===== config.mk =====
export PLATFORM = sky130hd
export DESIGN_NAME = control_display_7_seg_flat
export DESIGN_NICKNAME = d
export VERILOG_FILES = /design/src/rtl/control_display_7_seg_if.sv /design/src/rtl/control_display_7_seg.sv /design/src/flat_wrapper.sv
export SDC_FILE = /design/constraint.sdc
export NUM_CORES = 1
export LEC_CHECK = 0
export CAP_MARGIN = 15
export CORE_MARGIN = 2
export CORE_UTILIZATION = 55
export CTS_CLUSTER_DIAMETER = 80
export DETAILED_ROUTE_END_ITERATION = 6
export PLACE_DENSITY = 0.84
export SYNTH_ARGS = -nofsm -noshare
export SYNTH_HDL_FRONTEND = slang
export SYNTH_SLANG_ARGS = --single-unit
export TNS_END_PERCENT = 1

===== constraint.sdc =====
create_clock -name i_Clk -period 4.85 [get_ports i_Clk]
set_clock_uncertainty 0.1 [all_clocks]
set_input_delay 0.97 -clock i_Clk [delete_from_list [all_inputs] [get_ports i_Clk]]
set_output_delay 0.97 -clock i_Clk [all_outputs]
set_load 0.02 [all_outputs]

===== src/rtl/control_display_7_seg_if.sv =====
// Bundle of the display data inputs and the anode/segment outputs.
// The master side (datapath / bench) drives the four hex digits and
// watches the pins; the slave side is the display driver itself.
interface control_display_7_seg_if;
  logic [3:0] i_Datos_1;
  logic [3:0] i_Datos_2;
  logic [3:0] i_Datos_3;
  logic [3:0] i_Datos_4;
  logic [3:0] o_Anodo;
  logic [6:0] o_Segmentos;

  modport master (
    output i_Datos_1, i_Datos_2, i_Datos_3, i_Datos_4,
    input  o_Anodo, o_Segmentos
  );

  modport slave (
    input  i_Datos_1, i_Datos_2, i_Datos_3, i_Datos_4,
    output o_Anodo, o_Segmentos
  );
endinterface


===== src/rtl/control_display_7_seg.sv =====
// Time-multiplexed driver for a 4-digit common-anode 7-segment display.
// A prescaler holds each digit for REFRESH_DIV clocks; the selected digit's
// anode (active-low) and its decoded segments (active-low, {g..a}) are
// registered, so pins change one clock after the index or the data moves.
module control_display_7_seg #(
  parameter int REFRESH_DIV = 100000
) (
  input  logic                          i_Clk,
  input  logic                          i_Rst,
  control_display_7_seg_if.slave        io_Disp
);

  // A single-clock slot still needs a 1-bit counter that simply stays at 0.
  localparam int              CNT_W    = (REFRESH_DIV > 1) ? $clog2(REFRESH_DIV) : 1;
  localparam logic [CNT_W-1:0] CNT_LAST = CNT_W'(REFRESH_DIV - 1);

  logic [CNT_W-1:0] r_Presc;
  logic [1:0]       r_Index;
  logic [3:0]       r_Anodo;
  logic [6:0]       r_Segmentos;
  logic             w_Last;
  logic [3:0]       w_Data;
  logic [3:0]       w_Anodo;

  // Hex to active-low segment pattern, bit order {g,f,e,d,c,b,a}.
  function automatic logic [6:0] f_decode(input logic [3:0] v);
    logic [6:0] seg;
    case (v)
      4'h0:    seg = 7'h40;
      4'h1:    seg = 7'h79;
      4'h2:    seg = 7'h24;
      4'h3:    seg = 7'h30;
      4'h4:    seg = 7'h19;
      4'h5:    seg = 7'h12;
      4'h6:    seg = 7'h02;
      4'h7:    seg = 7'h78;
      4'h8:    seg = 7'h00;
      4'h9:    seg = 7'h10;
      4'hA:    seg = 7'h08;
      4'hB:    seg = 7'h03;
      4'hC:    seg = 7'h46;
      4'hD:    seg = 7'h21;
      4'hE:    seg = 7'h06;
      4'hF:    seg = 7'h0E;
      default: seg = 7'h7F;
    endcase
    return seg;
  endfunction

  assign w_Last = (r_Presc == CNT_LAST);

  // Pick the live (unlatched) data for the digit currently being scanned.
  always_comb begin
    w_Data = 4'h0;
    case (r_Index)
      2'd0:    w_Data = io_Disp.i_Datos_1;
      2'd1:    w_Data = io_Disp.i_Datos_2;
      2'd2:    w_Data = io_Disp.i_Datos_3;
      2'd3:    w_Data = io_Disp.i_Datos_4;
      default: w_Data = 4'h0;
    endcase
  end

  assign w_Anodo = ~(4'b0001 << r_Index);

  // Prescaler and digit index; the index steps on the last clock of a slot.
  always_ff @(posedge i_Clk) begin
    if (!i_Rst) begin
      r_Presc <= '0;
      r_Index <= 2'd0;
    end else if (w_Last) begin
      r_Presc <= '0;
      r_Index <= r_Index + 2'd1;
    end else begin
      r_Presc <= r_Presc + {{(CNT_W-1){1'b0}}, 1'b1};
      r_Index <= r_Index;
    end
  end

  // Registered pin drive: blank during reset, otherwise the selected digit.
  always_ff @(posedge i_Clk) begin
    if (!i_Rst) begin
      r_Anodo     <= 4'b1111;
      r_Segmentos <= 7'h7F;
    end else begin
      r_Anodo     <= w_Anodo;
      r_Segmentos <= f_decode(w_Data);
    end
  end

  assign io_Disp.o_Anodo     = r_Anodo;
  assign io_Disp.o_Segmentos = r_Segmentos;

endmodule


===== src/flat_wrapper.sv =====
// flat-port wrapper written by rule: the top's interface ports become plain ports
module control_display_7_seg_flat 
#(
  parameter int REFRESH_DIV = 100000
)
  (i_Clk, i_Rst, io_Disp_i_Datos_1, io_Disp_i_Datos_2, io_Disp_i_Datos_3, io_Disp_i_Datos_4, io_Disp_o_Anodo, io_Disp_o_Segmentos);
  control_display_7_seg_if io_Disp_i ();
  input  logic i_Clk;
  input  logic i_Rst;
  input wire logic [$bits(io_Disp_i.i_Datos_1)-1:0] io_Disp_i_Datos_1;
  input wire logic [$bits(io_Disp_i.i_Datos_2)-1:0] io_Disp_i_Datos_2;
  input wire logic [$bits(io_Disp_i.i_Datos_3)-1:0] io_Disp_i_Datos_3;
  input wire logic [$bits(io_Disp_i.i_Datos_4)-1:0] io_Disp_i_Datos_4;
  output wire logic [$bits(io_Disp_i.o_Anodo)-1:0] io_Disp_o_Anodo;
  output wire logic [$bits(io_Disp_i.o_Segmentos)-1:0] io_Disp_o_Segmentos;
  assign io_Disp_i.i_Datos_1 = io_Disp_i_Datos_1;
  assign io_Disp_i.i_Datos_2 = io_Disp_i_Datos_2;
  assign io_Disp_i.i_Datos_3 = io_Disp_i_Datos_3;
  assign io_Disp_i.i_Datos_4 = io_Disp_i_Datos_4;
  assign io_Disp_o_Anodo = io_Disp_i.o_Anodo;
  assign io_Disp_o_Segmentos = io_Disp_i.o_Segmentos;
  control_display_7_seg #(.REFRESH_DIV(REFRESH_DIV)) u_core (.i_Clk(i_Clk), .i_Rst(i_Rst), .io_Disp(io_Disp_i));
endmodule

# After elaboration in Yosys (flattened, before gate mapping)
# Memories as Yosys holds them, arrays and structs flattened. A register that Yosys moved wholly into a read port is not among the register bits.
# Index checks and enable logic that the tools add are counted.
dict set report totals {
  reg_bits 23
  rom_bits 112
  out_inout_bits 11
  elab_cells 17
  n_memories 1
}
dict set report classes {
  addsub 2
  eq_ne 4
  shifts 1
  mux 1
  bitwise_logic 2
  reduce_logical 3
}
# name depth word_bits rd rd_ports_with_merged_regs write_ports line
set memory_table {}
lappend memory_table {{(name not given)} 16 7 1 1 0 control_display_7_seg.sv:28} ;# case (v)
# operator count
set ops {}
lappend ops {{adder 17 x 1 -> 17 bit, second input constant} 1}
lappend ops {{== test 17 bit, second input constant} 1}
lappend ops {{one-hot mux 4 bit (4 select lines)} 1}
lappend ops {{== test 2 bit, second input constant} 2}
lappend ops {{NOT 4 bit} 1}
lappend ops {{<< shifter 1 x 2 -> 4 bit, first input constant} 1}
lappend ops {{adder 2 x 1 -> 2 bit, second input constant} 1}
lappend ops {{== test 2 x 1 -> 1 bit, second input constant} 1}
lappend ops {{logical NOT 2 bit} 1}
lappend ops {{OR reduction 2 bit} 1}
lappend ops {{logical NOT 1 bit} 1}
lappend ops {{NOT 1 bit} 1}

# Longest topological paths before layout
# Gate-level depths: netlist of the first run.
dict set report logic_depth {
  word_depth 2
  ltp_mapped 9
}

# Worst setup path after synthesis of the first run
# Ideal clock, no wire load.
dict set report synth_timing {
  path_type {input port to flip-flop}
  from {input io_Disp_i_Datos_4[0]}
  to {register u_core.r_Segmentos[3], in the netlist u_core.io_Disp.o_Segmentos[3]}
  setup_ns 0.147
  t_arrival_ns 2.252
  t_required_ns 4.603
  slack_ns 2.351
  stages 7
  n_path_buf 0
  path_cell_list {a222oi_1 > a21oi_1 > inv_1 > ha_1 > a211oi_1 > a2111oi_0 > a41oi_1}
}
dict set report synth_between {
  elab_chain_len 1
}
# item line
set synth_lines {}
lappend synth_lines {{start: declaration} flat_wrapper.sv:13} ;# input wire logic [$bits(io_Disp_i.i_Datos_4)-1:0] io_Disp_i_Datos_4;
lappend synth_lines {{one-hot mux 4 bit (4 select lines)} control_display_7_seg.sv:55} ;# case (r_Index)
lappend synth_lines {{end: declaration} control_display_7_seg.sv:20} ;# logic [6:0] r_Segmentos;
# Every way passes these cells.
# A chain may end at the register's enable or synchronous reset.

# Worst setup path in the final report of the first run
dict set report layout_timing {
  from {input io_Disp_i_Datos_2[0]}
  to {register u_core.r_Segmentos[3], in the netlist u_core.io_Disp.o_Segmentos[3]}
}
dict set report layout_between {
  elab_chain_len 1
}
# item line
set layout_lines {}
lappend layout_lines {{start: declaration} flat_wrapper.sv:11} ;# input wire logic [$bits(io_Disp_i.i_Datos_2)-1:0] io_Disp_i_Datos_2;
lappend layout_lines {{one-hot mux 4 bit (4 select lines)} control_display_7_seg.sv:55}
# Every way passes these cells.

==> reports/qor.yml, run 1 <==
hold_ws_ps: 346.9
vias_per_cell: 5.748
first_iter_violations: 78
ant_nets: 0
overflow: 0
worstMarginPinSlew_ps: 583.3
yosys-top-cells-count: "dfxtp_1 (30), nand2_1 (13), nor2_1 (13), ha_1 (12), xor2_1 (9)"
synth.most_common_cell: "dfxtp_1"
setup.worst_path.end_class: "flip-flop"
cp_data_required_time_ps: 4940
place_inst: 215
synth_cell_types: 44
num_rows: 19
power.total_mw: 0.4512
ff2ff_setup_slack_ps: 2300
rsz0062_at_grt: "no"
grt_max_degree: 15
setup_violations: 0
numCtsBuffers: 5
crit_chain: "clkdlybuf4s50_1, a222oi_1, a21oi_1, inv_1, ha_1, a211oi_1, a2111oi_0, a41oi_1"
wirelength_um: 3016
ys_ff_latch: 30
drc: 0
finalCritPeriodShare_pct: 59.60
path_clk_slew_ps: 90
hold_violations: 0
worstPathArrival_ps: 2980
grt_pass1_wl_um: 5278
cts_resized: 0
die-area_mm2: 0.003201
die_w_um: 56.58
cts_setup_buffers: 0
fmax_mhz: 346.0
cts_tree: "built"
vias: 1276
netlist_area_mm2: 0.001520
critPathLaunchType: "input pin"
core_area_mm2: 0.002686
layout_min_cycle_time_ps: 2891
crit_family: "compound AO/OA/AOI/OAI gates"
synthTopCellsByArea: "dfxtp_1 (40%), ha_1 (9.9%), xor2_1 (5.2%)"
track_usage_pct: 21.28
yosys_most_used_dff: "dfxtp_1"
hold_buffers: 0
synth_warnings: 0
slew_viol_final: 0
wire_per_inst_um: 13.59
synth_fp_nets: 190
p_leak_nw: 0.7406
critPathBufInv: 2
hp-class: "flip-flop to flip-flop"
fill_cells: 226
gp_congestion: 0.8173
cap_violations: 0
peakVddDrop_mv: 0.2304
fin_setup_tns_ps: 0
die_h_um: 56.58
dp_slack_ps: 1648
final_cells: 222
cts.sinks: 30
status: "completed"
min-delay-start: "u_core.r_Presc[0]"
syn_inst: 160
slew_headroom_pct: 61.11
drive_gt1_share_pct: 7.853
whs_endpoint: "u_core.r_Presc[0]"
p_per_area_mw_per_mm2: 242.2
worst_slack_ps: 1959
r2r_cells: 9
synth_edf_count: 0
crit_slowest_cell: "clkdlybuf4s50_1"
r2r-start: "u_core.r_Index[0]"
path_depth: 8
worst_path_largest_cell_delay_ps: 470
cts_root_buf: "clkbuf_4"
synth-async-reset-ratio_pct: 0
dr.pass1.iters: 4
seq_area_frac_synth_pct: 39.51
clk_latency_ps: 330
crit_fanout: 5
synth_area_leader_cell: "dfxtp_1"
initial_utilization_pct: 56.59
cts_buffer_depth: 2
antenna_found_initial: 0
place_hpwl_um: 2311
syn_area_per_cell_um2: 9.501
rr_endpoint: "u_core.io_Disp.o_Segmentos[3]"
nets: 221
holdPathStages: 1
h-tree-depth: 2
antenna_cells: 0
syn2layout_area_growth_pct: 22.55
grt_pass1_vias: 1210
synth_top_area_share_pct: 39.51
path_class: "input pin to flip-flop"
io_buffers: 28
io_pins: 29
==> layout make-up <==
cell class              instances  area (um^2)  area share, %
well taps                      31        38.79          2.082
repair buffers                 28        280.3          15.04
clock buffers                   5        37.54          2.015
clock inverters                 2        10.01         0.5373
inverters                      10        37.54          2.015
flip-flops and latches         30        600.6          32.24
multi-input cells             116        858.3          46.07
==> registers in the layout, indices dropped and copies added (netlist names) <==
register	count
u_core.r_Index	2
u_core.r_Presc	17
u_core.io_Disp.o_Anodo	4
u_core.io_Disp.o_Segmentos	7
==> worst max-delay path by stage <==
stage | slack (ps) | end | start
after global placement | 1760 | u_core.io_Disp.o_Segmentos[3] | io_Disp_i_Datos_4[0]
after floorplan | 2350 | u_core.io_Disp.o_Segmentos[3] | io_Disp_i_Datos_4[0]
after CTS | 1990 | u_core.io_Disp.o_Segmentos[3] | io_Disp_i_Datos_2[0]
final | 1960 | u_core.io_Disp.o_Segmentos[3] | io_Disp_i_Datos_2[0]
after global routing | 1780 | u_core.io_Disp.o_Segmentos[3] | io_Disp_i_Datos_2[0]
after detailed placement | 1650 | u_core.io_Disp.o_Segmentos[3] | io_Disp_i_Datos_2[0]
==> through the flow <==
stage                     utilization [%]  cell area [um^2]
after floorplan                         -              1520
after global placement              67.58              1815
after detailed placement            67.58              1815
after CTS                           69.35              1863
after global routing                69.35              1863
final                               69.35              1863
==> routing by layer <==
layer | vias to the layer above | routed length, um | track usage [%]
met5 | - | 0 | 0
met4 | 0 | 63 | 10.54
met3 | 8 | 158 | 6.221
met2 | 34 | 1524 | 36.05
met1 | 591 | 1270 | 24.17
li1 | 643 | - | -
==> logic make-up after synthesis <==
logic type / share of synthesized area (%)
xor gates and xnor gates: 6.914
AOI/OAI and AO/OA: 13.58
adders and majority gates: 9.876
DFF: 39.51
muxes: 5.679
buffers and inverters: 4.032
and+or+nand+nor: 20.41
==> power by group <==
group / leakage, nW / switching [mW] / internal [mW]
combinational: 0.465 / 0.0301 / 0.0323
sequential: 0.245 / 0.00278 / 0.254
clock: 0.0308 / 0.0802 / 0.0519
total: 0.741 / 0.113 / 0.338
==> placed cells by master, fill, tap and decap left out, types with 5 or more instances in the layout <==
cell / n
dfxtp_1: 30
clkdlybuf4s50_1: 28
nand2_1: 13
nor2_1: 13
ha_1: 12
xor2_1: 9
inv_1: 8
nand4_1: 6
a21oi_1: 5
nand3_1: 5
mux2i_1: 5
clkbuf_4: 5
Power figures use the tool's default switching activity.
==> inputs of run 2 (changes only) <==
--- a/config.mk
+++ b/config.mk
@@ -7,10 +7,10 @@
 export LEC_CHECK = 0
 export CAP_MARGIN = 15
 export CORE_MARGIN = 2
-export CORE_UTILIZATION = 55
+export CORE_UTILIZATION = 46
 export CTS_CLUSTER_DIAMETER = 80
 export DETAILED_ROUTE_END_ITERATION = 6
-export PLACE_DENSITY = 0.84
+export PLACE_DENSITY = 0.75
 export SYNTH_ARGS = -nofsm -noshare
 export SYNTH_HDL_FRONTEND = slang
 export SYNTH_SLANG_ARGS = --single-unit
==> constraint.sdc (replaced) <==
create_clock -name i_Clk -period 2.5 [get_ports i_Clk]
set_clock_uncertainty 0.1 [all_clocks]
set_input_delay 0.5 -clock i_Clk [delete_from_list [all_inputs] [get_ports i_Clk]]
set_output_delay 0.5 -clock i_Clk [all_outputs]
set_load 0.02 [all_outputs]
==> run 2 against run 1 <==
  * Final cell count up 8.6%
  * Register-to-register slack worse by 2100 ps
  * First-iteration DRC count down 28%
  * Worst setup slack worse by 1800 ps
  * Count of clock-buffer cells in the layout up 1
  * Highest routed layer unchanged
  * Largest power group is now clock
  * Non-clock buffer count up 5
  * Via count up 2.3%
  * Design area up 6.5%
  * Sequential power up 94%
  * Wire length up 6.0%
==> reports/qor.yml, run 2 (synthesis gave the netlist of run 1 again) <==
path_class: "flip-flop to flip-flop"  # was input pin to flip-flop
vias_per_cell: 5.415  # was 5.748
critPathLaunchType: "flip-flop"  # was input pin
vias: 1305  # was 1276
p_leak_nw: 0.7920  # was 0.7406 nW
wirelength_um: 3196  # was 3016 um
cp_data_required_time_ps: 2590  # was 4940 ps
fin_setup_tns_ps: 0  # unchanged
antenna_found_initial: 0  # unchanged
die_h_um: 61.49  # was 56.58 um
grt_pass1_wl_um: 5326  # was 5278 um
first_iter_violations: 56  # was 78
die_w_um: 61.49  # was 56.58 um
syn2layout_area_growth_pct: 30.53  # was 22.55%
track_usage_pct: 19.21  # was 21.28%
ant_nets: 0  # unchanged
finalCritPeriodShare_pct: 93.10
largest_reg_flops: 17  # unchanged
dr.pass1.iters: 5  # was 4
grt_max_degree: 15  # unchanged
numCtsBuffers: 5  # unchanged
h-tree-depth: 2  # unchanged
wire_per_inst_um: 13.26  # was 13.59 um
slew_headroom_pct: 69.86  # was 61.11%
cts.sinks: 30  # unchanged
overflow: 0  # unchanged
core_area_mm2: 0.003103  # was 0.002686 mm^2
grt_pass1_vias: 1305  # was 1210
cts_tree: "built"  # unchanged
crit_fanout: 7  # was 5
worstMarginPinSlew_ps: 451.0  # was 583.3 ps
rsz0062_at_grt: "no"  # unchanged
fill_cells: 276  # was 226
final_common_cell: "dfxtp_1"  # unchanged
io_buffers: 28  # unchanged
setup.worst_path.end_class: "flip-flop"  # unchanged
clk_latency_ps: 330  # about the same
layout_min_cycle_time_ps: 2327
slew_viol_final: 0  # unchanged
initial_utilization_pct: 48.99  # was 56.59%
num_rows: 20  # was 19
antenna_cells: 0  # unchanged
drc: 0  # unchanged
gp_congestion: 0.8214  # was 0.8173
status: "completed"  # unchanged
nets: 226  # was 221
die-area_mm2: 0.003780  # was 0.003201 mm^2
layout_common_cells: "dfxtp_1 (30), clkdlybuf4s50_1 (28), nand2_1 (13), nor2_1 (13), ha_1 (12)"  # unchanged
cts_setup_buffers: 0  # unchanged
path_clk_slew_ps: 90  # about the same
power.total_mw: 1.136  # was 0.4512 mW
regMostFlops: "u_core.r_Presc"  # unchanged
hold_violations: 0  # unchanged
peakVddDrop_mv: 0.4653  # was 0.2304 mV
drive_gt1_share_pct: 11.17  # was 7.853%
hp-class: "flip-flop to flip-flop"  # unchanged
setup_violations: 0  # unchanged
p_per_area_mw_per_mm2: 572.4  # was 242.2 mW/mm^2
fmax_mhz: 429.7
cts_root_buf: "clkbuf_4"  # unchanged
worstPathArrival_ps: 2420  # was 2980 ps
place_hpwl_um: 2417  # was 2311 um
cts_buffer_depth: 2  # unchanged
cap_violations: 0  # unchanged
io_pins: 29  # unchanged
run 2: area by class of cell:
class	instances	area, um^2	area share (%)
Inverter	10	37.54	1.892
Timing Repair Buffer	33	317.8	16.02
Tap cell	44	55.05	2.774
Clock inverter	2	60.06	3.026
Multi-Input combinational cell	116	862.1	43.44
Clock buffer	6	51.30	2.585
Sequential cell	30	600.6	30.26
run 2: path summary, 6_finish.rpt:
path	start	endpoint	slack (ps)	cells after the start
setup / recovery	u_core.r_Index[0]	u_core.io_Disp.o_Segmentos[3]	170	8
hold / removal	u_core.r_Presc[0]	u_core.r_Presc[0]	360	1
setup reg to reg	u_core.r_Index[0]	u_core.io_Disp.o_Segmentos[3]	170	8
hold reg to reg	u_core.r_Presc[0]	u_core.r_Presc[0]	360	1
run 2: repair_timing:
| action | CTS | global route |
|---|---|---|
| hold buffers | 0 | 0 |
| endpoints found under the setup margin | 0 | 1 |
| hold endpoints to repair | 0 | 0 |
| gates resized for setup | 0 | 1 |
run 2: metrics by stage:
step	cell area (um^2)	cells	utilization (%)	hold slack, ps	setup slack, ps
floorplan	1520	160	-	312.9	313.0
global placement	1869	233	60.24	322.3	77.65
detailed placement	1869	233	60.24	367.0	22.23
CTS	1981	241	63.83	366.5	166.8
global route	1984	241	63.95	392.2	17.89
finish	1984	241	63.95	357.8	172.6
run 2: power breakdown:
part | internal [mW] | switching [mW]
Sequential | 0.493 | 0.00608
Combinational | 0.0668 | 0.0593
Clock | 0.339 | 0.172
run 2: metal layers:
layer	vias up	routed length, um	track usage, %
li1	654	-	-
met1	615	1406	21.11
met2	29	1582	33.53
met3	7	145	6.933
met4	0	61	7.599
met5	-	0	0
run 2: worst max-delay path, cell delays in order (launching register included):
cell	delay, ps
dfxtp_1	380
inv_1	110
ha_1	250
inv_2	160
mux2_2	410
ha_1	310
a211oi_1	40
a2111oi_0	350
a41oi_1	80
